## config.mk

```make
export PLATFORM = sky130hd
export DESIGN_NAME = muldiv_exec_unit
export DESIGN_NICKNAME = d
export VERILOG_FILES = /design/src/rtl/muldiv_exec_unit.sv
export SDC_FILE = /design/constraint.sdc
export NUM_CORES = 2
export LEC_CHECK = 0
export CORE_UTILIZATION = 42
export DETAILED_ROUTE_END_ITERATION = 8
export PLACE_DENSITY = 0.7
export SYNTH_ARGS = -nofsm -noshare
export SYNTH_HDL_FRONTEND = slang
export SYNTH_SLANG_ARGS = --single-unit
```

## constraint.sdc

```tcl
create_clock -name clk_i -period 23.4 [get_ports clk_i]
set_input_delay 4.68 -clock clk_i [delete_from_list [all_inputs] [get_ports clk_i]]
set_output_delay 4.68 -clock clk_i [all_outputs]
set_load 0.05 [all_outputs]
```

## src/rtl/muldiv_exec_unit.sv

```systemverilog
// RV32M multiply/divide execute unit: 2-cycle multiplier and a 1-bit-per-cycle
// restoring divider, returning one tagged 32-bit result through valid/ready.
module muldiv_exec_unit (
  input  logic        clk_i,
  input  logic        rst_n_i,
  input  logic        flush_i,
  input  logic        valid_i,
  output logic        ready_o,
  input  logic [2:0]  op_i,
  input  logic [31:0] num1_i,
  input  logic [31:0] num2_i,
  input  logic [4:0]  wb_reg_i,
  output logic        valid_o,
  input  logic        ready_i,
  output logic [31:0] result_o,
  output logic [4:0]  wb_reg_o
);

  typedef enum logic [1:0] {S_IDLE, S_MUL, S_DIV, S_DONE} state_t;

  state_t      state_reg, state_next;
  logic [2:0]  op_reg;
  logic [4:0]  tag_reg;
  logic [4:0]  cnt_reg;
  logic [32:0] a_reg, b_reg;
  logic [65:0] prod_reg;
  logic [31:0] q_reg;
  logic [32:0] rem_reg;
  logic [31:0] div_reg;
  logic        neg_q_reg, neg_r_reg;
  logic        valid_reg;
  logic [31:0] result_reg;

  logic        accept;
  logic        a_signed, b_signed, d_signed, n1_neg, n2_neg;
  logic [31:0] n1_abs, n2_abs;
  logic [65:0] prod_next;
  logic [32:0] shifted, trial, rem_step;
  logic        q_bit;
  logic [31:0] q_step, mul_res, div_res;

  assign accept   = valid_i && (state_reg == S_IDLE) && !flush_i;
  assign ready_o  = (state_reg == S_IDLE);
  assign valid_o  = valid_reg;
  assign result_o = result_reg;
  assign wb_reg_o = tag_reg;

  // Operand conditioning at accept time for both the multiplier and the divider
  assign a_signed = (op_i[1:0] != 2'b11);
  assign b_signed = !op_i[1];
  assign d_signed = !op_i[0];
  assign n1_neg   = d_signed && num1_i[31];
  assign n2_neg   = d_signed && num2_i[31];
  assign n1_abs   = n1_neg ? -num1_i : num1_i;
  assign n2_abs   = n2_neg ? -num2_i : num2_i;

  // Sign-extending to 66 bits makes the truncated unsigned product exact
  assign prod_next = {{33{a_reg[32]}}, a_reg} * {{33{b_reg[32]}}, b_reg};

  assign shifted  = {rem_reg[31:0], q_reg[31]};
  assign trial    = shifted - {1'b0, div_reg};
  assign q_bit    = !trial[32];
  assign rem_step = q_bit ? trial : shifted;
  assign q_step   = {q_reg[30:0], q_bit};

  assign mul_res = (op_reg[1:0] == 2'b00) ? prod_reg[31:0] : prod_reg[63:32];
  assign div_res = op_reg[1] ? rem_reg[31:0] : q_reg;

  always_ff @(posedge clk_i or negedge rst_n_i) begin
    if (!rst_n_i) state_reg <= S_IDLE;
    else          state_reg <= state_next;
  end

  always_comb begin
    state_next = state_reg;
    case (state_reg)
      S_IDLE: begin
        if (accept) begin
          if (!op_i[2])            state_next = S_MUL;
          else if (num2_i == '0)   state_next = S_DONE;
          else                     state_next = S_DIV;
        end
      end
      S_MUL:  state_next = S_DONE;
      S_DIV:  if (cnt_reg == 5'd31) state_next = S_DONE;
      S_DONE: if (valid_reg && ready_i) state_next = S_IDLE;
      default: state_next = S_IDLE;
    endcase
    if (flush_i) state_next = S_IDLE;
  end

  always_ff @(posedge clk_i or negedge rst_n_i) begin
    if (!rst_n_i) begin
      op_reg     <= '0;
      tag_reg    <= '0;
      cnt_reg    <= '0;
      a_reg      <= '0;
      b_reg      <= '0;
      prod_reg   <= '0;
      q_reg      <= '0;
      rem_reg    <= '0;
      div_reg    <= '0;
      neg_q_reg  <= 1'b0;
      neg_r_reg  <= 1'b0;
      valid_reg  <= 1'b0;
      result_reg <= '0;
    end else if (flush_i) begin
      valid_reg <= 1'b0;
    end else begin
      case (state_reg)
        S_IDLE: begin
          if (accept) begin
            op_reg  <= op_i;
            tag_reg <= wb_reg_i;
            cnt_reg <= '0;
            a_reg   <= {a_signed && num1_i[31], num1_i};
            b_reg   <= {b_signed && num2_i[31], num2_i};
            div_reg <= n2_abs;
            if (num2_i == '0) begin
              // Divide by zero: all-ones quotient, untouched dividend as remainder
              q_reg     <= '1;
              rem_reg   <= {1'b0, num1_i};
              neg_q_reg <= 1'b0;
              neg_r_reg <= 1'b0;
            end else begin
              q_reg     <= n1_abs;
              rem_reg   <= '0;
              neg_q_reg <= n1_neg ^ n2_neg;
              neg_r_reg <= n1_neg;
            end
          end
        end
        S_MUL: prod_reg <= prod_next;
        S_DIV: begin
          cnt_reg <= cnt_reg + 5'd1;
          if (cnt_reg == 5'd31) begin
            q_reg   <= neg_q_reg ? -q_step : q_step;
            rem_reg <= {1'b0, neg_r_reg ? -rem_step[31:0] : rem_step[31:0]};
          end else begin
            q_reg   <= q_step;
            rem_reg <= rem_step;
          end
        end
        S_DONE: begin
          // First DONE cycle captures the result; valid then holds until taken
          if (!valid_reg) begin
            valid_reg  <= 1'b1;
            result_reg <= op_reg[2] ? div_res : mul_res;
          end else if (ready_i) begin
            valid_reg <= 1'b0;
          end
        end
        default: ;
      endcase
    end
  end

endmodule

```

# --- Yosys cells after proc, flatten, opt, wreduce, memory -nomap -nowiden ---
# Cells that the tools add are included.
word_totals:
  regBits: 276
  elab_cells: 85
  inputBits: 77
  out_inout_bits: 39
op_classes:
  n_reduce_logical: 21
  eq_ne: 9
  mux: 31
  bitwise: 3
  multipliers: 1
  n_addsub: 6
ops:
  columns: ["op", "count"]
  rows:
  - ["two-way mux 32 bit", 14]
  - ["negator 32 bit", 4]
  - ["one-hot mux 32 bit (2 select lines)", 2]
  - ["multiplier 33 x 33 -> 64 bit", 1]
  - ["subtractor 33 x 32 -> 33 bit", 1]
  - ["zero test 32 bit", 1]
  - ["AND reduction 3 bit", 4]
  - ["two-way mux 2 bit", 5]
  - ["one-hot mux 5 bit (2 select lines)", 1]
  - ["one-hot mux 2 bit (4 select lines)", 1]
  - ["logical AND 1 bit", 7]
  - ["two-way mux 1 bit", 7]
  - ["!= test 3 bit (second input constant)", 2]
  - ["adder 5 x 1 -> 5 bit (second input constant)", 1]
  - ["equality test 5 bit (second input constant)", 1]
  - ["two-way mux 5 bit", 1]
  - ["equality test 2 bit (second input constant)", 2]
  - ["zero test 1 bit", 4]
  - ["zero test 2 bit", 2]
  - ["nonzero test 2 bit", 2]
  - ["!= test 3 x 2 -> 1 bit (second input constant)", 1]
  - ["equality test 2 x 1 -> 1 bit (second input constant)", 1]
  - ["!= test 2 x 1 -> 1 bit (second input constant)", 1]
  - ["!= test 2 bit (second input constant)", 1]
  - ["other kinds (3)", 4]

# --- Logic depth before layout (Yosys ltp) ---
logic_depth:
  ltp_word: 6
  mapped_depth: 31
  ltp_nobuf: 29

# --- Worst setup path before layout ---
# Ideal clock, no wire load.
synth_path:
  path_type: "reg2reg"
  start: "register a_reg[32]"
  end: "register prod_reg[63]"
  stages_incl_launch_ff: 24
  setup_time_ns: 0.139
  arrival_time_ns: 7.600
  slack_ns: 15.661
  t_required_ns: 23.261
  path_cell_list: "dfrtp_1 clkbuf_1 nand2_1 inv_1 fa_1 fa_1 fa_1 inv_1 fa_1 inv_1 fa_1 fa_1 fa_1 fa_1 ha_1 a21o_1 a21o_1 a21oi_1 o221a_2 o21ai_1 a211oi_1 o21ai_0 xnor2_1 o21ai_0"
synth_between:
  elab_chain_len: 1
synth_rtl:
  columns: ["item", "line", "rtl"]
  rows:
  - ["start: declaration", "25", "logic [32:0] a_reg, b_reg;"]
  - ["start signal: assignment", "116", "a_reg <= {a_signed && num1_i[31], num1_i};"]
  - ["multiplier 33 x 33 -> 64 bit", "58", "assign prod_next = {{33{a_reg[32]}}, a_reg} * {{33{b_reg[32]}}, b_reg};"]
  - ["end signal: assignment", "133", "S_MUL: prod_reg <= prod_next;"]
  - ["end: declaration", "26", "logic [65:0] prod_reg;"]
# Every way passes these cells.
# A chain may end at the register's enable or synchronous reset.

# --- Worst setup path in the final report ---
layout_path:
  start: "register b_reg[1]"
  end: "register prod_reg[63]"
layout_between:
  elab_chain_len: 1
layout_rtl:
  columns: ["item", "line", "rtl"]
  rows:
  - ["start: declaration", "25", null]
  - ["start signal: assignment", "117", "b_reg <= {b_signed && num2_i[31], num2_i};"]
  - ["multiplier 33 x 33 -> 64 bit", "58", null]
# Every way passes these cells.

==> impl_results.md <==
- CP Capture Type: register
- Total gr overflow: 0
- P&R area growth vs syn: 6.89%
- Port Buf Inserts: roughly 120
- CTS Buf Count: 30
- Post-synth top flop: dfrtp_1
- Critical Path RT: roughly 24 ns
- Post-synth ARST share: 100%
- CTS Sinks: 275
- WP data arrival: between 9 and 10 ns
- First-pass GRT wire length: 243,000 um
- FMAX: 110 MHz
- Number of setup violations in the final report: 0
- Postcts setup bufs: 0
- Root buffer cell: clkbuf_16
- Hold Path Class: register to register
- Type of the worst setup path: register to register
- RSZ-0062 raised after global routing: no
- Synth Warn #: 0
- Placed Cells: 7,691
- CTS tree: yes
- Mean Syn Cell Area: roughly 9.0 um^2
- Net count after synthesis: 7,546
- Max-slew violation count: 0
- Row count: ~130
- TritonRoute pass-1 iters: 8
- Number of flops mapped to enable cells by yosys: 0
- Post-CTS Hold Buffers: 0
- Fin Clk Skew: 0.0611 ns
- Detail Route Antenna Nets: 0
- Crit-path max FO: 34
- H-tree depth: 1
- Setup TNS: 0 ns
- Leading area contributor after synthesis: fa_1
- Gr usage total: 23.4%
- Crit path largest cell delay: 1.06 ns
- Core box area: 129,000 um^2
- DR DRC count: 0
- Crit path top cell by count: fa_1
- Initial Util: 42.3%
- Critical Path Source Type: register
- Distinct cells, synth: 81
- Worst hold slack: 0.476 ns
- Number of hold violations in the final report: 0
- Sequential element share of the synthesized area: 12.6%
- DRC marker count from the first detailed-route iteration: 2,989
- Later-pin clock latency in the skew report: ~0.63 ns
- CTS Buffer Depth: 3
- Cell family with most CP delay: adder cells
- Crit path time final: 9.11 ns
- Post-DR vias/cell: around 5.3
- Vias in the first global route: 43,910
- Critical path's slowest cell: dfrtp_1
- Die Area: 132,000 um^2
- Wire per inst: a little under 20 um
- Post_cts resized: 0
- Max-Cap Viols: 0
- Final cell count without fillers: approximately 7,800
- Vias: between 40,000 and 50,000
- Post-DP HPWL: ~120,000 um
- Largest net degree at the start of global routing: 116
- IO Pins: 116
- Synth top cells by count: 1,126 x fa_1, 1,108 x inv_1, 1,011 x nand2_1
- Width of the die: 363 um
- Mapped Cells: 6,089
- Post-synthesis register bit count: 275
- Nets: approximately 7,400
- Largest register FFs: between 60 and 70
- Dominant cell by count in the synthesized netlist: fa_1
- Synth top area share: 41.2%
- Total Wirelength: 150,000 um
- RePlAce Congestion: 0.940
- CP Buf/Inv Count: 2
- Number of antenna violations at the first check in global routing: 4
- Max-slew headroom: between 20% and 30%
- Clk pin slew, worst setup/hold paths: 0.06 ns
- Fraction of the cycle the final worst path needs: 38.9%
- Largest cells by area after synthesis: fa_1 41%, dfrtp_1 13%, inv_1 7.6%, nand2_1 6.9%, and2_1 6.3%
- Status: finished, final reports clean
- Post-Syn Area: 54,700 um^2
- Crit path cell chain: and2_1 -> fa_1 -> fa_1 -> fa_1 -> inv_1 -> fa_1 -> inv_1 -> fa_1 -> fa_1 -> fa_1 -> fa_1 -> ha_1 -> a21o_1 -> a21o_1 -> a21oi_1 -> o221a_2 -> o21ai_1 -> a211oi_1 -> o21ai_0 -> xnor2_1 -> o21ai_0
- Die height: 363 um
- Worst slew pin tran: approximately 1.2 ns
- Layout cells sized above 1: 3.55%
-- through the flow --
stage	util, %	worst slack, ns	area [um^2]
4_1_cts	45.2	14.32	58400
6_report	45.2	14.29	58500
2_1_floorplan	-	15.66	54700
3_5_place_dp	44.4	14.34	57400
3_3_place_gp	44.4	14.66	57400
5_1_grt	45.2	13.76	58400
-- cells in the final DEF, fill, tap and decap left out, types with 39 or more instances in the layout --
master,instances
a21oi_1,146
nor2_1,161
fa_1,1126
a21o_1,74
nor3_1,49
dfrtp_1,273
ha_1,253
xor2_1,92
and2_1,549
xnor2_1,122
o21ai_0,265
mux2_2,39
nand2_1,1011
inv_1,1108
clkdlybuf4s50_1,114
buf_4,85
-- cell families after synthesis --
group	count (synthesis)	synth area share, %
simple gates	1967	17.1
buf+inv	1449	10.0
fa+ha+maj	1380	47.0
compound gates	730	8.38
flops	275	12.6
xor+xnor	214	3.43
mux	74	1.44
-- cell type report --
| type | count | area (um^2) |
|---|---|---|
| tap | 1742 | 2180 |
| sequential | 275 | 6880 |
| inverter | 1109 | 4160 |
| antenna | 4 | 10.0 |
| timing repair buffer | 200 | 1790 |
| clock inverter | 12 | 171 |
| multi-input combinational | 4365 | 42400 |
| fill | 12324 | 70900 |
| clock buffer | 43 | 890 |
-- worst paths after layout --
kind,cells after the start,end,from,slack (ns)
max,21,prod_reg[63],b_reg[1],14.29
min,2,wb_reg_o[4],wb_reg_o[4],0.48
max reg2reg,21,prod_reg[63],b_reg[1],14.29
min reg2reg,2,wb_reg_o[4],wb_reg_o[4],0.48
max in group asynchronous,3,prod_reg[29],rst_n_i,17.15
min in group asynchronous,1,cnt_reg[1],rst_n_i,4.11
-- per-layer routing --
metal  global-route usage (%)  vias up  routed length (um)
met2                     40.3     1480               74600
met1                     30.8    21179               60500
met5                        0        -                   0
met3                     1.69      312                8590
li1                         -    18304                   -
met4                     8.43        0                6250
-- worst min-delay path: stages, from the launching register on --
cell	delay, ns
dfrtp_1	0.34
nand2_1	0.05
nand2_1	0.05
Power is not shown: default switching activity piles up to over one toggle a cycle in this logic, so the estimate is an artifact.
